`config.mk`:
```
export PLATFORM = sky130hd
export DESIGN_NAME = mcont_chnbuf_page_ctrl
export DESIGN_NICKNAME = d
export VERILOG_FILES = /design/src/rtl/mcont_chnbuf_page_ctrl.sv
export SDC_FILE = /design/constraint.sdc
export NUM_CORES = 1
export LEC_CHECK = 0
export CAP_MARGIN = 0
export CORE_AREA = 2 2 39 41
export CTS_BUF_LIST = sky130_fd_sc_hd__clkbuf_2
export DETAILED_ROUTE_END_ITERATION = 10
export DIE_AREA = 0 0 41 43
export PLACE_DENSITY = 0.68
export SLEW_MARGIN = 40
export SYNTH_ARGS = -nofsm -noshare
export SYNTH_HDL_FRONTEND = slang
export SYNTH_SLANG_ARGS = --single-unit
```
`constraint.sdc`:
```
create_clock -name clk -period 2.33 [get_ports clk]
set_input_delay 0.5825 -clock clk [delete_from_list [all_inputs] [get_ports clk]]
set_output_delay 0.5825 -clock clk [all_outputs]
set_load 0.005 [all_outputs]
```
`src/rtl/mcont_chnbuf_page_ctrl.sv`:
```
// Page bookkeeping for one memory-controller channel buffer.
// Tracks the page the controller writes, the page the client reads, and
// how many filled pages are waiting. It requests one transfer at a time
// from the controller whenever a free page exists.
module mcont_chnbuf_page_ctrl #(
  parameter int NUM_PAGES_LOG = 2,
  parameter int CHN_NUMBER    = 0
) (
  input  logic                     clk,
  input  logic                     rst,
  input  logic                     en,
  input  logic                     xfer_grant,
  input  logic                     rpage_nxt,
  input  logic                     buf_done,
  input  logic                     page_next,
  output logic                     xfer_want,
  output logic [NUM_PAGES_LOG-1:0] mem_page,
  output logic [NUM_PAGES_LOG-1:0] cl_page,
  output logic [NUM_PAGES_LOG:0]   pages_full,
  output logic                     page_ready,
  output logic                     err
);

  localparam int                   NUM_PAGES = 1 << NUM_PAGES_LOG;
  localparam logic [NUM_PAGES_LOG:0] FULL    = (NUM_PAGES_LOG+1)'(NUM_PAGES);

  // The channel index only labels the instance; a negative value
  // elaborates nothing, which keeps the parameter referenced.
  if (CHN_NUMBER < 0) begin : g_chn_chk
  end

  typedef enum logic [1:0] {ST_IDLE, ST_REQ, ST_BUSY} state_t;

  state_t state, state_nxt;

  logic done_ok;   // buf_done while a transfer is actually outstanding
  logic pg_ok;     // page_next with something to consume
  logic not_full;  // at least one free page
  logic clr;       // disabled and quiet: drop all buffer state

  assign done_ok    = buf_done && (state == ST_BUSY);
  assign pg_ok      = page_next && (pages_full != '0);
  assign not_full   = (pages_full != FULL);
  assign clr        = !en && (state == ST_IDLE);
  assign page_ready = (pages_full != '0);

  // Next-state: only one transfer in flight, BUSY always returns via IDLE.
  always_comb begin
    state_nxt = state;
    case (state)
      ST_IDLE: if (en && not_full) state_nxt = ST_REQ;
      ST_REQ: begin
        if (xfer_grant)  state_nxt = ST_BUSY;
        else if (!en)    state_nxt = ST_IDLE;
      end
      ST_BUSY: if (buf_done) state_nxt = ST_IDLE;
      default: state_nxt = ST_IDLE;
    endcase
  end

  // State register; xfer_want is registered alongside so it tracks REQ exactly.
  always_ff @(posedge clk) begin
    if (rst) begin
      state     <= ST_IDLE;
      xfer_want <= 1'b0;
    end else begin
      state     <= state_nxt;
      xfer_want <= (state_nxt == ST_REQ);
    end
  end

  // Page pointers and fill count; clearing while disabled wins over updates.
  always_ff @(posedge clk) begin
    if (rst || clr) begin
      mem_page   <= '0;
      cl_page    <= '0;
      pages_full <= '0;
    end else begin
      if (rpage_nxt) mem_page <= mem_page + 1'b1;
      if (pg_ok)     cl_page  <= cl_page + 1'b1;
      case ({done_ok, pg_ok})
        2'b10:   if (not_full) pages_full <= pages_full + 1'b1;
        2'b01:   pages_full <= pages_full - 1'b1;
        default: pages_full <= pages_full;
      endcase
    end
  end

  // Sticky error: consume from empty, stray buf_done, or fill past capacity.
  always_ff @(posedge clk) begin
    if (rst) begin
      err <= 1'b0;
    end else if ((page_next && (pages_full == '0)) ||
                 (buf_done && (state != ST_BUSY)) ||
                 (done_ok && !not_full && !pg_ok)) begin
      err <= 1'b1;
    end
  end

endmodule

```
==> impl_metrics.json, run 1 <==
{
  "row_count": 14,
  "drtAntennaViolNets": 0,
  "fin_hold_ws_ns": 0.490,
  "rsz0062_at_grt": "no",
  "drive_gt1_share_pct": 15.3,
  "cp_top_family": "buffers and inverters",
  "synth.area.top_cells": "dfxtp_1 42%, nor2_1 5.8%, nand3b_1 4.3%, fa_1 3.8%, nand2_1 3.6%",
  "pre_cts_slack_ns": -0.0749,
  "syn_inst": 60,
  "root_buffer": "clkbuf_2",
  "timing.rr.start": "pages_full[2]$_SDFFE_PP0P_",
  "cp_cell_sequence": "clkdlybuf4s50_1 -> o31a_1 -> nand2_1 -> fa_1 -> or3_1 -> a31oi_1 -> a21oi_1",
  "synth.ff_latch_count": 11,
  "p_leak_nw": 0.275,
  "via_per_inst": 5.13,
  "drt_pass1_iterations": 4,
  "crit_arrival_ns": 2.29,
  "synthArstFlopShare_pct": 0,
  "netlist_area_um2": 520,
  "setup.worst_path.start": "page_next",
  "cp_data_required_time_ns": 2.48,
  "fillers": 140,
  "ys_seq_area_share_pct": 42.3,
  "initial_core_util_pct": 37.6,
  "yosysTopAreaCell": "dfxtp_1",
  "tightest_slew_ns": 0.284,
  "setup_tns_ns": 0,
  "cts_tree": "built",
  "dr_total_vias": 518,
  "synthTopCellsByCount": "11 x dfxtp_1, 8 x nor2_1, 5 x nand2_1",
  "io_buffers": 16,
  "setup.worst_path.start_class": "input port",
  "ys_types": 27,
  "p_sw_uw": 85.2,
  "area_growth_pct": 46.4,
  "finalSetupViolCount": 0,
  "grt_antenna_before_repair": 0,
  "grt_util_all_layers_pct": 16.9,
  "maxCapViolCount": 0,
  "slew_headroom_pct": 81.0,
  "pin_count": 17,
  "clock_power_share_pct": 29.9,
  "final_cells": 101,
  "p_comb_share_pct": 14.0,
  "status": "finished clean",
  "core-area_um2": 1380,
  "finalHoldViolCount": 0,
  "gp_congestion": 0.700,
  "fin_crit_ns": 2.14,
  "ir_drop_v": 0.000234,
  "hold_path.startpoint": "err$_SDFFE_PP0P_",
  "cts_buffers": 3,
  "syn_area_per_cell_um2": 8.67,
  "clkTransAtPathRegs_ns": 0.11,
  "numPlacedInstances": 97,
  "finClkSkew_ns": 0.00435,
  "drt_iter0_markers": 6,
  "synth.most_common_cell": "dfxtp_1",
  "intPower_uw": 271,
  "grt_pass1_vias": 459,
  "cts_sinks": 11,
  "min_path_type": "reg2reg",
  "cts.path.max_buffers": 2,
  "h-tree-depth": 1,
  "wire_per_inst_um": 11.0,
  "postCtsSetupBuffers": 0,
  "fmax_mhz": 467,
  "grt_max_degree": 10,
  "nets": 94,
  "ctsHoldBuffers": 0,
  "netSwitchingFraction_pct": 23.9,
  "cts_resized": 0,
  "slowest_stage": "clkdlybuf4s50_1",
  "die_w_um": 41,
  "yosys_warnings": 0,
  "die_area_um2": 1760,
  "cp-end-kind": "flip-flop",
  "slew_violations": 0,
  "finalWirelength_um": 1110,
  "synth_nets": 68,
  "synth_top_area_share_pct": 42.3,
  "num_antenna_cells": 0,
  "die_h_um": 43,
  "max_stage_delay_ns": 0.48,
  "synth_edf_count": 0,
  "crit_buf_inv": 1,
  "post-route-period-util_pct": 92.0,
  "hpwl_um": 797,
  "crit_type": "in2reg",
  "power_density_nw_per_um2": 468,
  "grt_pass1_wl_um": 2000,
  "crit_fanout": 2,
  "clkLatencyLatePin_ns": 0.25,
  "drc_errors": 0,
  "seqPwrFrac_pct": 56.1,
  "ys.flop_type": "dfxtp_1",
  "layout_setup_ws_ns": 0.187,
  "overflow": 0
}
-- worst register-to-register path: stages, from the launching register on --
cell and delay (ns):
dfxtp_1 0.49, o31a_1 0.18, nand2_1 0.08, fa_1 0.38
or3_1 0.37, a31oi_1 0.17, a21oi_1 0.08
-- cells by family (layout without fill, tap and decap cells) --
kind of cell	Yosys count	in the layout	share of synthesized area, %
AO/OA/AOI/OAI	11	11	15.4
XOR/XNOR	4	4	6.73
adder cells (fa/ha/maj)	1	1	3.85
buffers and inverters	4	29	2.88
flip-flops	11	11	42.3
AND/OR/NAND/NOR	29	29	28.8
-- power groups by stage --
stage | Clock (mW) | Combinational [mW] | Sequential, mW
after floorplan | 0 | 0.0194 | 0.204
after global placement | 0 | 0.0493 | 0.204
after detailed placement | 0 | 0.0499 | 0.204
after CTS | 0.112 | 0.0504 | 0.200
after global routing | 0.127 | 0.0548 | 0.201
final | 0.106 | 0.0500 | 0.200
-- flip-flops by register name, summed over array words and instances, names as in the netlist --
register	cells
cl_page	2
err	1
mem_page	2
pages_full	3
state	2
xfer_want	1
-- per-stage QoR --
| stage | power (mW) | cell area (um^2) | utilization (%) |
|---|---|---|---|
| global route | 0.383 | 762 | 55.1 |
| finish | 0.356 | 762 | 55.1 |
| global placement | 0.253 | 742 | 53.6 |
| detailed placement | 0.254 | 742 | 53.6 |
| floorplan | 0.223 | 520 | - |
| CTS | 0.362 | 762 | 55.1 |
-- cell usage in the layout (no fill, tap or decap), types with 2 or more instances in the layout --
| cell | count |
|---|---|
| a21o_1 | 2 |
| clkbuf_2 | 4 |
| xnor2_1 | 2 |
| nand3_1 | 3 |
| dfxtp_1 | 11 |
| nand3b_1 | 3 |
| xor2_1 | 2 |
| nand2_1 | 5 |
| a21oi_1 | 2 |
| inv_1 | 3 |
| buf_4 | 6 |
| nor3_1 | 3 |
| nor2_1 | 8 |
| clkdlybuf4s50_1 | 16 |
-- layer usage --
layer	up-vias	track usage, %	part of all wire [%]
li1	263	-	-
met1	244	22.4	48
met2	9	24.4	48
met3	2	3.14	3.4
met4	0	10.0	1.1
met5	-	0	0
-- area by class of cell --
type | instances | area [um^2] | share of cell area, %
Timing Repair Buffer | 22 | 205 | 26.9
Tap cell | 16 | 20.0 | 2.63
Inverter | 3 | 11.3 | 1.48
Sequential cell | 11 | 220 | 28.9
Multi-Input combinational cell | 45 | 285 | 37.4
Clock buffer | 4 | 20.0 | 2.63
-- final timing paths --
path	endpoint	slack, ns	cells after the start
setup / recovery	pages_full[2]$_SDFFE_PP0P_	0.19	7
hold / removal	err$_SDFFE_PP0P_	0.49	2
setup reg to reg	pages_full[2]$_SDFFE_PP0P_	0.48	6
hold reg to reg	err$_SDFFE_PP0P_	0.49	2
Note: power is estimated with default switching activity, not from simulation.
==> run 2, diff against run 1 <==
- GPL_TIMING_DRIVEN: unset -> 0
==> impl_metrics.json, run 2 (synthesis results as in run 1) <==
{
  "clkLatencyLatePin_ns": 0.25,
  "cts_tree": "built",
  "root_buffer": "clkbuf_2",
  "ir_drop_v": 0.000252,
  "finalWirelength_um": 1000,
  "slew_violations": 0,
  "gp_congestion": 0.802,
  "min_path_type": "reg2reg",
  "die_area_um2": 1760,
  "rsz0062_at_grt": "no",
  "setup.worst_path.start_class": "input port",
  "fin_util_pct": 53.7,
  "pin_count": 17,
  "cts_buffers": 3,
  "largest_reg_flops": 3,
  "fin_crit_ns": 2.27,
  "h-tree-depth": 1,
  "netSwitchingFraction_pct": 23.7,
  "cp_data_required_time_ns": 2.46,
  "die_h_um": 43,
  "core-area_um2": 1380,
  "layout_commonest_cell": "clkdlybuf4s50_1",
  "maxCapViolCount": 0,
  "hpwl_um": 702,
  "slew_headroom_pct": 78.4,
  "p_comb_share_pct": 13.2,
  "fmax_mhz": 441,
  "area_growth_pct": 42.8,
  "overflow": 0,
  "clkTransAtPathRegs_ns": 0.11,
  "drt_pass1_iterations": 2,
  "drtAntennaViolNets": 0,
  "total_power_uw": 353,
  "p_sw_uw": 83.8,
  "finalHoldViolCount": 0,
  "status": "finished clean",
  "power_density_nw_per_um2": 475,
  "top_register": "pages_full",
  "grt_util_all_layers_pct": 14.1,
  "clock_power_share_pct": 30.1,
  "dr_total_vias": 486,
  "grt_pass1_wl_um": 1720,
  "seqPwrFrac_pct": 56.6,
  "crit_type": "in2reg",
  "num_antenna_cells": 0,
  "cts_sinks": 11,
  "nets": 91,
  "grt_pass1_vias": 420,
  "row_count": 14,
  "tightest_slew_ns": 0.325,
  "p_leak_nw": 0.269,
  "post-route-period-util_pct": 97.3,
  "crit_fanout": 5,
  "grt_max_degree": 10,
  "finalSetupViolCount": 0,
  "drt_iter0_markers": 5,
  "finClkSkew_ns": 0.00247,
  "io_buffers": 16,
  "drive_gt1_share_pct": 13.4,
  "ctsHoldBuffers": 0,
  "fillers": 139,
  "via_per_inst": 4.96,
  "initial_core_util_pct": 37.6,
  "crit_arrival_ns": 2.40,
  "die_w_um": 41,
  "cp-end-kind": "flip-flop",
  "cts.path.max_buffers": 2,
  "wire_per_inst_um": 10.2,
  "layout_common_cells": "15 x clkdlybuf4s50_1, 11 x dfxtp_1, 8 x nor2_1",
  "drc_errors": 0,
  "intPower_uw": 269,
  "grt_antenna_before_repair": 0
}
-- run 2: critical path, cell delays in order --
cell and delay [ns]:
clkdlybuf4s50_1 0.46, nand3b_1 0.21, nand2_2 0.13, fa_2 0.39, or3_1 0.38, a31oi_1 0.17, a21oi_1 0.08
-- run 2: final cells by class --
cell class	count	area (um^2)	share of cell area (%)
multi-input cells	45	290	39.1
flip-flops and latches	11	220	29.6
repair buffers	18	178	23.9
clock buffers	4	20.0	2.69
well taps	16	20.0	2.69
inverters	3	11.3	1.52
plain buffers	1	3.75	0.505
-- run 2: per-layer routing --
| layer | part of all wire [%] | global-route usage [%] | wire length [um] |
|---|---|---|---|
| met4 | 0 | 8.00 | 0 |
| met3 | 4.4 | 3.14 | 44 |
| met2 | 47 | 20.0 | 472 |
| met1 | 48 | 18.9 | 485 |
| met5 | 0 | 0 | 0 |
-- run 2: power groups by stage --
stage / Clock, mW / Sequential [mW] / Combinational, mW
finish: 0.106 / 0.200 / 0.0468
global route: 0.126 / 0.201 / 0.0520
CTS: 0.114 / 0.200 / 0.0469
detailed placement: 0 / 0.204 / 0.0461
global placement: 0 / 0.204 / 0.0460
floorplan: 0 / 0.204 / 0.0194
-- run 2: worst paths after layout --
path | to | slack, ns | from | cells past startpoint
max reg2reg | pages_full[2]$_SDFFE_PP0P_ | 0.42 | pages_full[2]$_SDFFE_PP0P_ | 6
min | err$_SDFFE_PP0P_ | 0.49 | err$_SDFFE_PP0P_ | 2
max | pages_full[2]$_SDFFE_PP0P_ | 0.06 | buf_done | 7
min reg2reg | err$_SDFFE_PP0P_ | 0.49 | err$_SDFFE_PP0P_ | 2
-- run 2: metrics by stage --
stage          TNS (ns)  hold slack (ns)  area [um^2]  setup WS, ns  cells
6_report              0            0.492          743        0.0624     98
5_1_grt               0            0.545          743        0.0258     98
2_1_floorplan         0            0.471          520         0.289     60
4_1_cts               0            0.502          731       0.00694     97
3_5_place_dp     -0.460            0.476          701        -0.434     92
3_3_place_gp     -0.479            0.467          701        -0.440     92
-- run 2: what timing repair did --
| action | CTS | global route |
|---|---|---|
| endpoints found under the setup margin | 1 | 1 |
| setup buffers | 1 | 1 |
| pin swaps | 0 | 1 |
| gates resized for setup | 1 | 2 |
==> run 3, diff against run 2 <==
- TNS_END_PERCENT: unset -> 5
==> results of run 3 <==
Same layout as run 2: the final DEF is identical, and so are final timing and power.
